**src/rtl/mem_port_arbiter.sv**
```systemverilog
// Shares one memory port between instruction fetch and load/store traffic.
// Each requester has one pending slot; the port is granted round-robin, one access at a time.
module mem_port_arbiter #(
   parameter int ADDR_W = 64,
   parameter int INST_W = 32,
   parameter int DATA_W = 64
) (
   input  logic              i_clk,
   input  logic              i_rst,
   input  logic              i_if_req,
   input  logic [ADDR_W-1:0] i_if_addr,
   output logic              o_if_valid,
   output logic [INST_W-1:0] o_if_inst,
   input  logic              i_ls_req,
   input  logic              i_ls_we,
   input  logic [ADDR_W-1:0] i_ls_addr,
   input  logic [DATA_W-1:0] i_ls_wdata,
   output logic              o_ls_valid,
   output logic [DATA_W-1:0] o_ls_rdata,
   output logic              o_mem_cen,
   output logic              o_mem_wen,
   output logic [ADDR_W-1:0] o_mem_addr,
   output logic [DATA_W-1:0] o_mem_wdata,
   input  logic              i_mem_valid,
   input  logic [DATA_W-1:0] i_mem_rdata,
   output logic              o_busy,
   output logic              o_ovf
);

   typedef enum logic {S_IDLE = 1'b0, S_WAIT = 1'b1} state_t;
   localparam logic OWN_IF = 1'b0;
   localparam logic OWN_LS = 1'b1;

   state_t            state_q, state_d;
   logic              last_q, last_d;
   logic              owner_q, owner_d;
   logic              if_pend_q, if_pend_d;
   logic [ADDR_W-1:0] if_addr_q, if_addr_d;
   logic              ls_pend_q, ls_pend_d;
   logic              ls_we_q, ls_we_d;
   logic [ADDR_W-1:0] ls_addr_q, ls_addr_d;
   logic [DATA_W-1:0] ls_wdata_q, ls_wdata_d;
   logic              cen_q, cen_d;
   logic              wen_q, wen_d;
   logic [ADDR_W-1:0] maddr_q, maddr_d;
   logic [DATA_W-1:0] mwdata_q, mwdata_d;
   logic              if_valid_q, if_valid_d;
   logic [INST_W-1:0] if_inst_q, if_inst_d;
   logic              ls_valid_q, ls_valid_d;
   logic [DATA_W-1:0] ls_rdata_q, ls_rdata_d;
   logic              ovf_q, ovf_d;

   logic if_done, ls_done, if_acc, ls_acc, if_eff, ls_eff, grant_ls;

   // A slot stays occupied while its access is in flight; it frees on its own completion.
   assign if_done  = (state_q == S_WAIT) && i_mem_valid && (owner_q == OWN_IF);
   assign ls_done  = (state_q == S_WAIT) && i_mem_valid && (owner_q == OWN_LS);
   assign if_acc   = i_if_req && (!if_pend_q || if_done);
   assign ls_acc   = i_ls_req && (!ls_pend_q || ls_done);
   assign if_eff   = i_if_req || if_pend_q;
   assign ls_eff   = i_ls_req || ls_pend_q;
   assign grant_ls = ls_eff && (!if_eff || (last_q == OWN_IF));

   always_comb begin
      state_d    = state_q;
      last_d     = last_q;
      owner_d    = owner_q;
      if_pend_d  = if_pend_q;
      if_addr_d  = if_addr_q;
      ls_pend_d  = ls_pend_q;
      ls_we_d    = ls_we_q;
      ls_addr_d  = ls_addr_q;
      ls_wdata_d = ls_wdata_q;
      cen_d      = 1'b0;
      wen_d      = wen_q;
      maddr_d    = maddr_q;
      mwdata_d   = mwdata_q;
      if_valid_d = 1'b0;
      if_inst_d  = if_inst_q;
      ls_valid_d = 1'b0;
      ls_rdata_d = ls_rdata_q;
      ovf_d      = ovf_q;

      if (if_acc) begin
         if_pend_d = 1'b1;
         if_addr_d = i_if_addr;
      end else if (if_done) begin
         if_pend_d = 1'b0;
      end

      if (ls_acc) begin
         ls_pend_d  = 1'b1;
         ls_we_d    = i_ls_we;
         ls_addr_d  = i_ls_addr;
         ls_wdata_d = i_ls_wdata;
      end else if (ls_done) begin
         ls_pend_d = 1'b0;
      end

      if ((i_if_req && !if_acc) || (i_ls_req && !ls_acc)) ovf_d = 1'b1;

      case (state_q)
         S_IDLE: begin
            // A same-cycle request is driven straight from the inputs, skipping the slot.
            if (if_eff || ls_eff) begin
               state_d = S_WAIT;
               cen_d   = 1'b1;
               owner_d = grant_ls;
               last_d  = grant_ls;
               if (grant_ls) begin
                  wen_d    = ls_pend_q ? ls_we_q    : i_ls_we;
                  maddr_d  = ls_pend_q ? ls_addr_q  : i_ls_addr;
                  mwdata_d = ls_pend_q ? ls_wdata_q : i_ls_wdata;
               end else begin
                  wen_d    = 1'b0;
                  maddr_d  = if_pend_q ? if_addr_q : i_if_addr;
                  mwdata_d = '0;
               end
            end
         end
         S_WAIT: begin
            if (i_mem_valid) begin
               state_d = S_IDLE;
               if (owner_q == OWN_IF) begin
                  if_valid_d = 1'b1;
                  if_inst_d  = i_mem_rdata[INST_W-1:0];
               end else begin
                  ls_valid_d = 1'b1;
                  if (!wen_q) ls_rdata_d = i_mem_rdata;
               end
            end
         end
         default: state_d = S_IDLE;
      endcase
   end

   always_ff @(posedge i_clk) begin
      if (i_rst) begin
         state_q    <= S_IDLE;
         last_q     <= OWN_IF;
         owner_q    <= OWN_IF;
         if_pend_q  <= 1'b0;
         if_addr_q  <= '0;
         ls_pend_q  <= 1'b0;
         ls_we_q    <= 1'b0;
         ls_addr_q  <= '0;
         ls_wdata_q <= '0;
         cen_q      <= 1'b0;
         wen_q      <= 1'b0;
         maddr_q    <= '0;
         mwdata_q   <= '0;
         if_valid_q <= 1'b0;
         if_inst_q  <= '0;
         ls_valid_q <= 1'b0;
         ls_rdata_q <= '0;
         ovf_q      <= 1'b0;
      end else begin
         state_q    <= state_d;
         last_q     <= last_d;
         owner_q    <= owner_d;
         if_pend_q  <= if_pend_d;
         if_addr_q  <= if_addr_d;
         ls_pend_q  <= ls_pend_d;
         ls_we_q    <= ls_we_d;
         ls_addr_q  <= ls_addr_d;
         ls_wdata_q <= ls_wdata_d;
         cen_q      <= cen_d;
         wen_q      <= wen_d;
         maddr_q    <= maddr_d;
         mwdata_q   <= mwdata_d;
         if_valid_q <= if_valid_d;
         if_inst_q  <= if_inst_d;
         ls_valid_q <= ls_valid_d;
         ls_rdata_q <= ls_rdata_d;
         ovf_q      <= ovf_d;
      end
   end

   assign o_if_valid  = if_valid_q;
   assign o_if_inst   = if_inst_q;
   assign o_ls_valid  = ls_valid_q;
   assign o_ls_rdata  = ls_rdata_q;
   assign o_mem_cen   = cen_q;
   assign o_mem_wen   = wen_q;
   assign o_mem_addr  = maddr_q;
   assign o_mem_wdata = mwdata_q;
   assign o_busy      = (state_q == S_WAIT);
   assign o_ovf       = ovf_q;

endmodule

```
**config.mk**
```make
export PLATFORM = sky130hd
export DESIGN_NAME = mem_port_arbiter
export DESIGN_NICKNAME = d
export VERILOG_FILES = /design/src/rtl/mem_port_arbiter.sv
export SDC_FILE = /design/constraint.sdc
export NUM_CORES = 1
export LEC_CHECK = 0
export BUFFER_PORTS_ARGS = -buffer_cell sky130_fd_sc_hd__buf_2
export CAP_MARGIN = 20
export CORE_UTILIZATION = 45
export CTS_BUF_LIST = sky130_fd_sc_hd__clkbuf_2
export CTS_CLUSTER_SIZE = 25
export DETAILED_ROUTE_END_ITERATION = 12
export PLACE_DENSITY = 0.73
export SLEW_MARGIN = 0
export SYNTH_ARGS = -nofsm -noshare
export SYNTH_HDL_FRONTEND = slang
export SYNTH_SLANG_ARGS = --single-unit
```
**constraint.sdc**
```tcl
create_clock -name i_clk -period 1.5 [get_ports i_clk]
set_input_delay 0.15 -clock i_clk [delete_from_list [all_inputs] [get_ports i_clk]]
set_output_delay 0.15 -clock i_clk [all_outputs]
set_load 0.005 [all_outputs]
```
==> metrics.md, run 1 <==
| Metric | Value |
|---|---|
| Status | `aborted with a tool error` |
| Stopped at | `global routing (5_1_grt)` |
| Log Error | `[ERROR GRT-0232] Routing congestion too high. Check the congestion heatmap in the GUI.` |
| I/O pins | `492` |
| CTS Buf Count | `108` |
| # port buffers | `491` |
| Total track usage | `0.611` |
| Yosys warns | `0` |
| Mapped Nets | `2271` |
| Initial core utilization | `0.458` |
| Top FF cell, synth | `dfxtp_1` |
| Clock buffer depth | `3` |
| Placed inst area | `0.0211 sq mm` |
| Async set-reset flop share out of synthesis | `0` |
| Gpl congestion | `0.874` |
| Worst_ep kind | `top-level output` |
| Initial antenna violation count | `20` |
| Die X-Extent | `201 um` |
| Avg Cell Area, Syn | `8.85 sq um` |
| Sequential area share after synthesis | `0.480` |
| GRT overflow | `3` |
| H-tree depth | `3` |
| Synth Cell Area | `0.0178 sq mm` |
| Distinct cells, synth | `36` |
| CTS Sinks | `426` |
| CTS Root Buffer Type | `clkbuf_2` |
| Number of flops mapped to enable cells by yosys | `0` |
| Die height | `201 um` |
| Largest net degree at the start of global routing | `148` |
| Synth Instances | `2009` |
| Yosys reg bits | `426` |
| Worst_ep grt | `o_busy` |
| Number of cell rows | `72` |
| DP Wirelength | `36.6 mm` |
## cell usage after synthesis, types with 2 or more instances
master	n	area [sq um]
nand2_1	578	2170
dfxtp_1	426	8530
a21oi_1	293	1470
mux2i_1	128	1280
mux2_2	70	788
nor2_1	70	263
a22oi_1	65	488
nand3b_1	64	480
buf_2	63	315
o21ai_1	61	305
clkbuf_1	60	225
mux2_4	59	886
buf_4	21	158
buf_6	16	180
buf_1	7	26.3
inv_1	3	11.3
o21ai_0	3	15.0
a21boi_1	2	15.0
nand3_1	2	10.0
o21ai_2	2	17.5
## layer usage
metal,overflow,global-route usage
met5,0,0.102
met4,1,0.642
met3,0,0.378
met1,0,0.594
met2,2,0.850
## what timing repair did
action / 4_1_cts
hold buffers: 525
setup buffers: 51
pin swaps: 21
gates cloned: 24
gates resized for setup: 463
setup endpoints to repair: 459
endpoints found under the hold margin: 426
## stage by stage
stage / hold WS, ns / std cells / TNS [ns] / utilization / setup slack, ns
3_3_place_gp: 0.391 / 2924 / -0.598 / 0.543 / -0.0430
4_1_cts: 0.00172 / 3706 / -73.19 / 0.771 / -0.353
2_1_floorplan: 0.250 / 2009 / 0 / - / 0.00490
3_5_place_dp: 0.397 / 2924 / -5.93 / 0.543 / -0.111
## kinds of logic after synthesis
group                  Yosys count  synth area share
and+or+nand+nor                726             0.171
muxes                          257             0.166
DFF                            426             0.480
buffers and inverters          171            0.0518
AOI/OAI and AO/OA              429             0.131
==> run 2: changes to the inputs <==
- CORE_UTILIZATION: 45 -> 30
- CTS_BUF_LIST: sky130_fd_sc_hd__clkbuf_2 -> default
- CTS_CLUSTER_SIZE: 25 -> default
- PLACE_DENSITY: 0.73 -> default
- PLACE_DENSITY_LB_ADDON: default -> 0.15
- clock period: 1.5 -> 1.95 ns (I/O delays scaled with it)
==> metrics.md, run 2 <==
| Metric | Value |
|---|---|
| Ranking of synthesized cells by area | `dfxtp_1, nand2_1, a21oi_1` |
| Reg2reg start | `o_busy$_SDFF_PP0_` |
| Number of cell rows | `88 (+22%)` |
| Worst-margin pin slew | `0.769 ns` |
| Unrepaired setup endpoints after global routing | `no` |
| Sequential area share after synthesis | `0.480 (unchanged)` |
| Initial antenna violation count | `12` |
| DRT Pass-1 Iters | `7` |
| Post-CTS setup buffers | `0 (-100%)` |
| CTS Sinks | `426 (unchanged)` |
| Yosys reg bits | `426 (unchanged)` |
| Critical path class | `in -> reg` |
| Setup TNS | `0 ns` |
| Share of cells above drive strength 1 | `0.280` |
| Area leader, netlist | `dfxtp_1` |
| Register Area | `0.00854 sq mm` |
| Top-count cell post-synth | `nand2_1` |
| Pleak | `10.9 nW` |
| Flop2flop setup slack | `0.21 ns` |
| PD cells | `917 mW/mm^2` |
| Crit start category | `input port` |
| Worst path cell trace | `dlygate4sd3_1, buf_2, and3_1, nand2b_2, buf_4, nand2_1, a21oi_1` |
| CTS Buf Count | `49 (-55%)` |
| Nets@finish | `2947` |
| # port buffers | `491 (unchanged)` |
| DP Wirelength | `40.0 mm (+9.0%)` |
| Die height | `245 um (+22%)` |
| Min Tclk post-route | `1.76 ns` |
| Final period util | `0.902` |
| Via count | `16.6k` |
| Fillers | `5773` |
| Gates resized, CTS repair | `0 (-100%)` |
| Worst skew pair latency | `0.58 ns` |
| Reg2Reg Depth | `5` |
| Avg Cell Area, Syn | `8.85 sq um (unchanged)` |
| Initial core utilization | `0.306 (-0.152)` |
| Placed inst area | `0.0210 sq mm (-0.33%)` |
| Async set-reset flop share out of synthesis | `0 (unchanged)` |
| Final core occ | `0.438` |
| Max cap viols | `0` |
| HP Start | `i_rst` |
| Most common cell after layout, fill and taps aside | `nand2_1` |
| Distinct cells, synth | `36 (unchanged)` |
| CTS tree | `built` |
| Final instance area | `0.0254 sq mm` |
| Number of flops mapped to enable cells by yosys | `0 (unchanged)` |
| Synth Cell Area | `0.0178 sq mm (unchanged)` |
| Reg-to-reg endpoint | `o_ls_rdata[49]$_SDFFE_PP0P_` |
| Starting DRT DRC Count | `791` |
| Final setup viols | `0` |
| Post-DR wirelength/cell | `17.6 um` |
| Peak per-stage delay on the critical path | `0.58 ns` |
| Min-Delay Path Depth | `3` |
| H-tree depth | `2 (-1)` |
| Final hold violation count | `0` |
| Hold_buf cts | `260 (-50%)` |
| Crit path arrival time | `2.26 ns` |
| CTS Root Buffer Type | `clkbuf_16` |
| Tightest Hold Check Type | `in -> reg` |
| Slew headroom | `0.487` |
| Largest net degree at the start of global routing | `169` |
| Worst Skew | `0.0329 ns` |
| GRT overflow | `0` |
| Hold_ws | `0.118 ns` |
| Post-synth top cells | `nand2_1, dfxtp_1, a21oi_1, mux2i_1` |
| Vias in the first global route | `16.6k` |
| Top-area cell type share of the netlist area | `0.480 (unchanged)` |
| First-pass GRT wire length | `93.0 mm` |
| Gpl congestion | `0.805 (-7.8%)` |
| Final ANT Viol Nets | `0` |
| CP Capture Type | `register` |
| WP data required | `2.45 ns` |
| Area Overhead vs Synth | `43.1%` |
| Clock buffer depth | `3 (unchanged)` |
| I/O pins | `492 (unchanged)` |
| Vias/cell | `4.75` |
| Mapped Nets | `2271 (unchanged)` |
| Area occupied by multi-input gates | `0.00838 sq mm` |
| Total track usage | `0.196` |
| Peak supply drop | `0.588 mV` |
| Slew Viols, Final | `0` |
| Yosys warns | `0 (unchanged)` |
| Slowest stage cell, crit path | `dlygate4sd3_1` |
| Status | `completed` |
| Commonest non-fill, non-tap cells in the layout | `nand2_1, buf_2, dfxtp_1` |
| Hold Crit Endpoint | `ls_addr_q[59]$_SDFFE_PP0P_` |
| Die X-Extent | `245 um (+22%)` |
| Fmax | `568 MHz` |
| Die Area | `0.0602 sq mm` |
| Crit path max fanout | `64` |
| Synth Instances | `2009 (unchanged)` |
| Drt total wl | `61.6 mm` |
| Critical path origin | `i_mem_valid` |
| Clock-pin slew of the registers on the worst-case setup and hold paths | `0.06 ns` |
| Drc violations | `0` |
| Top FF cell, synth | `dfxtp_1` |
| Core area | `0.0581 sq mm` |
## run 2: cell counts after synthesis
No cell type changed its count.
## run 2: worst max path at each step
stage / endpoint / slack, ns / cells past startpoint
2_1_floorplan: o_mem_wdata[55]$_SDFFE_PP0P_ / 0.38 / 6
3_3_place_gp: ls_wdata_q[30]$_SDFFE_PP0P_ / 0.29 / 6
3_5_place_dp: ls_wdata_q[60]$_SDFFE_PP0P_ / 0.27 / 5
4_1_cts: ls_wdata_q[34]$_SDFFE_PP0P_ / 0.20 / 5
5_1_grt: ls_wdata_q[22]$_SDFFE_PP0P_ / 0.05 / 5
6_report: o_ls_rdata[49]$_SDFFE_PP0P_ / 0.19 / 7
## run 2: power by group
part	switching [mW]	internal, mW
registers	0.273	9.23
logic	1.82	1.82
clock network	3.82	6.37
## run 2: metal layers
| metal | track usage | wire [um] | up-vias |
|---|---|---|---|
| met5 | 0 | 58 | - |
| met4 | 0.0731 | 1990 | 8 |
| li1 | - | - | 8154 |
| met3 | 0.0488 | 3950 | 113 |
| met1 | 0.244 | 26500 | 7903 |
| met2 | 0.326 | 29200 | 443 |
## run 2: final cells by class
class	count	area share
clock inverter	21	0.0133
timing repair buffer	793	0.226
multi-input combinational	1412	0.329
clock buffer	69	0.0571
inverter	3	0.000443
tap	765	0.0376
sequential	426	0.335
antenna	7	0.000688
## run 2: cells by family (layout without fill, tap and decap cells)
logic type      Yosys count  in the layout  share of synthesized area
mux                     257            257                      0.166
flops                   426            426                      0.480
other cells               0              7                          0
buf+inv                 171            886                     0.0518
compound gates          429            429                      0.131
simple gates            726            726                      0.171
## run 2: critical path: cells and delay by family
family | cells | cell delay (ns)
and+or+nand+nor | 3 | 0.48
buffers and inverters | 3 | 1.28
AOI/OAI and AO/OA | 1 | 0.20
## run 2: per-stage QoR
stage               worst slack [ns]  instances  total power [mW]
floorplan                      0.378       2009              11.6
global placement               0.293       3139              12.9
detailed placement             0.270       3139              12.9
CTS                            0.204       3489              23.6
global route                  0.0502       3494              24.4
finish                         0.190       3496              23.3
(Power assumes the default switching activity.)
==> run 3: changes to the inputs <==
- GPL_TIMING_DRIVEN: default -> 0
==> metrics.md, run 3 (same netlist as run 2, synthesis figures left out) <==
| Metric | Value |
|---|---|
| Status | `completed` |
| Final core occ | `0.438 (about the same)` |
| Post-Place Setup Slack | `-0.703 ns (-0.972 ns)` |
| CTS Sinks | `426 (unchanged)` |
| DP Wirelength | `48.3 mm (+21%)` |
| HP Start | `i_rst` |
| Crit path arrival time | `2.37 ns (+0.11 ns)` |
| Peak supply drop | `0.698 mV (+19%)` |
| Vias in the first global route | `17.0k (+2.7%)` |
| Number of cell rows | `88 (unchanged)` |
| Critical path origin | `o_busy$_SDFF_PP0_` |
| Placed inst area | `0.0212 sq mm (+0.77%)` |
| Sw frac | `0.268 (+0.0147)` |
| Combinational group share of total power | `0.169 (+0.013)` |
| Min Tclk post-route | `1.87 ns (+0.114 ns)` |
| Drt total wl | `65.9 mm (+6.8%)` |
| Worst Skew | `0.0120 ns (-0.0209 ns)` |
| Reg2reg start | `o_busy$_SDFF_PP0_` |
| Initial core utilization | `0.306 (unchanged)` |
| Final period util | `0.961 (+0.0585)` |
| Critical Path Sink | `ls_addr_q[34]$_SDFFE_PP0P_` |
| CP Capture Type | `register` |
| H-tree depth | `2 (unchanged)` |
| Area Overhead vs Synth | `43.1% (about the same)` |
| Pleak | `11.0 nW (+1.2%)` |
| Clock Power Share | `0.401 (-0.036)` |
| Total track usage | `0.211 (+0.0146)` |
| Flop2flop setup slack | `0.08 ns (-0.13 ns)` |
| Post-DR wirelength/cell | `18.2 um (+3.1%)` |
| WP data required | `2.44 ns (about the same)` |
| CTS Root Buffer Type | `clkbuf_16` |
| Critical path class | `reg -> reg` |
| Final setup viols | `0 (unchanged)` |
| Crit start category | `register` |
| Final setup margin | `0.0761 ns (-0.114 ns)` |
| Tightest Hold Check Type | `in -> reg` |
| Internal Power | `16.1 mW (-7.4%)` |
| CTS tree | `built` |
| Starting DRT DRC Count | `603 (-24%)` |
| Most common cell after layout, fill and taps aside | `nand2_1` |
| Share of cells above drive strength 1 | `0.286 (+0.00623)` |
| # port buffers | `491 (unchanged)` |
| Slew Viols, Final | `0 (unchanged)` |
| P_sw | `5.91 mW (about the same)` |
| Clock-pin slew of the registers on the worst-case setup and hold paths | `0.06 ns (about the same)` |
| Final instance area | `0.0254 sq mm (about the same)` |
| Unrepaired setup endpoints after global routing | `yes` |
| Die height | `245 um (unchanged)` |
| Slew headroom | `0.481 (-0.00662)` |
| Fmax | `534 MHz (-6.1%)` |
| Reg2Reg Depth | `7 (+2)` |
| Die Area | `0.0602 sq mm (unchanged)` |
| Fillers | `5820 (+0.81%)` |
| GRT overflow | `0 (unchanged)` |
| Largest net degree at the start of global routing | `13 (-92%)` |
| Initial antenna violation count | `13 (+1)` |
| Nets@finish | `3077 (+4.4%)` |
| I/O pins | `492 (unchanged)` |
| Via count | `17.1k (+2.6%)` |
| DRT Pass-1 Iters | `5 (-2)` |
| Worst skew pair latency | `0.58 ns (about the same)` |
| Commonest non-fill, non-tap cells in the layout | `nand2_1, buf_2, dfxtp_1` |
| Sequential power share | `0.431 (+0.024)` |
| Vias/cell | `4.71 (-1.0%)` |
| First-pass GRT wire length | `98.9 mm (+6.4%)` |
| Worst-margin pin slew | `0.779 ns (+0.00993 ns)` |
| Die X-Extent | `245 um (unchanged)` |
| Max cap viols | `0 (unchanged)` |
| PD cells | `867 mW/mm^2 (-5.5%)` |
| Core area | `0.0581 sq mm (unchanged)` |
| Gpl congestion | `0.868 (+7.8%)` |
| Clock buffer depth | `3 (unchanged)` |
| CTS Buf Count | `50 (+2.0%)` |
| Final ANT Viol Nets | `0 (unchanged)` |
| Final hold violation count | `0 (unchanged)` |
| Reg-to-reg endpoint | `ls_addr_q[34]$_SDFFE_PP0P_` |
| Drc violations | `0 (unchanged)` |
| Crit path max fanout | `10 (-84%)` |
[run 3: repair_timing]
| item | in CTS | in global routing |
|---|---|---|
| resized for setup | 13 | 13 |
| setup endpoints to repair | 261 | 175 |
| hold buffers | 260 | 0 |
| setup buffers | 3 | 0 |
| hold endpoints to repair | 351 | 0 |
| cloned | 0 | 0 |
| pin swaps | 1 | 1 |
[run 3: critical path: stages, from the launching register on]
cell and delay [ns]:
dfxtp_1 0.30, buf_2 0.18, and3_1 0.21, o21ai_1 0.23, buf_4 0.31, buf_2 0.29, nand2_1 0.09, a21oi_1 0.16
[run 3: layout make-up]
class,instances,area [sq um],area share
well taps,765,957,0.0376
plain buffers,168,952,0.0374
repair buffers,754,5090,0.200
diodes,9,22.5,0.000885
multi-input cells,1412,8350,0.328
clock inverters,12,68.8,0.00271
inverters,3,11.3,0.000443
flip-flops and latches,426,8530,0.335
clock buffers,75,1450,0.0569
[run 3: layer usage]
metal / track usage / vias to the layer above / part of all wire
met5: 0 / - / 0.00080
met4: 0.0696 / 8 / 0.028
met3: 0.0543 / 129 / 0.066
met2: 0.353 / 487 / 0.47
met1: 0.262 / 8021 / 0.43
li1: - / 8409 / -
[run 3: metrics by stage]
stage          TNS (ns)  std cells  hold slack (ns)  power, mW
2_1_floorplan         0       2009            0.295       11.6
3_3_place_gp    -133.63       3265            0.438       12.9
3_5_place_dp    -140.94       3265            0.443       13.0
4_1_cts               0       3615            0.219       22.3
5_1_grt           -1.47       3622            0.278       23.1
6_report              0       3624            0.257       22.0
[run 3: worst min-delay path by stage]
stage                                  end  slack [ns]  cells after the start
3_3_place_gp   ls_wdata_q[52]$_SDFFE_PP0P_        0.44                      2
3_5_place_dp   ls_wdata_q[29]$_SDFFE_PP0P_        0.44                      2
2_1_floorplan            o_busy$_SDFF_PP0_        0.29                      1
6_report        o_mem_addr[3]$_SDFFE_PP0P_        0.26                      4
4_1_cts         o_mem_addr[3]$_SDFFE_PP0P_        0.22                      4
5_1_grt         o_mem_addr[3]$_SDFFE_PP0P_        0.28                      4
[run 3: power groups by stage]
stage / Clock, mW / Sequential [mW] / Combinational, mW
detailed placement: 0 / 9.68 / 3.28
global placement: 0 / 9.66 / 3.25
CTS: 9.09 / 9.49 / 3.75
floorplan: 0 / 9.66 / 1.94
global route: 9.45 / 9.55 / 4.06
finish: 8.83 / 9.49 / 3.72
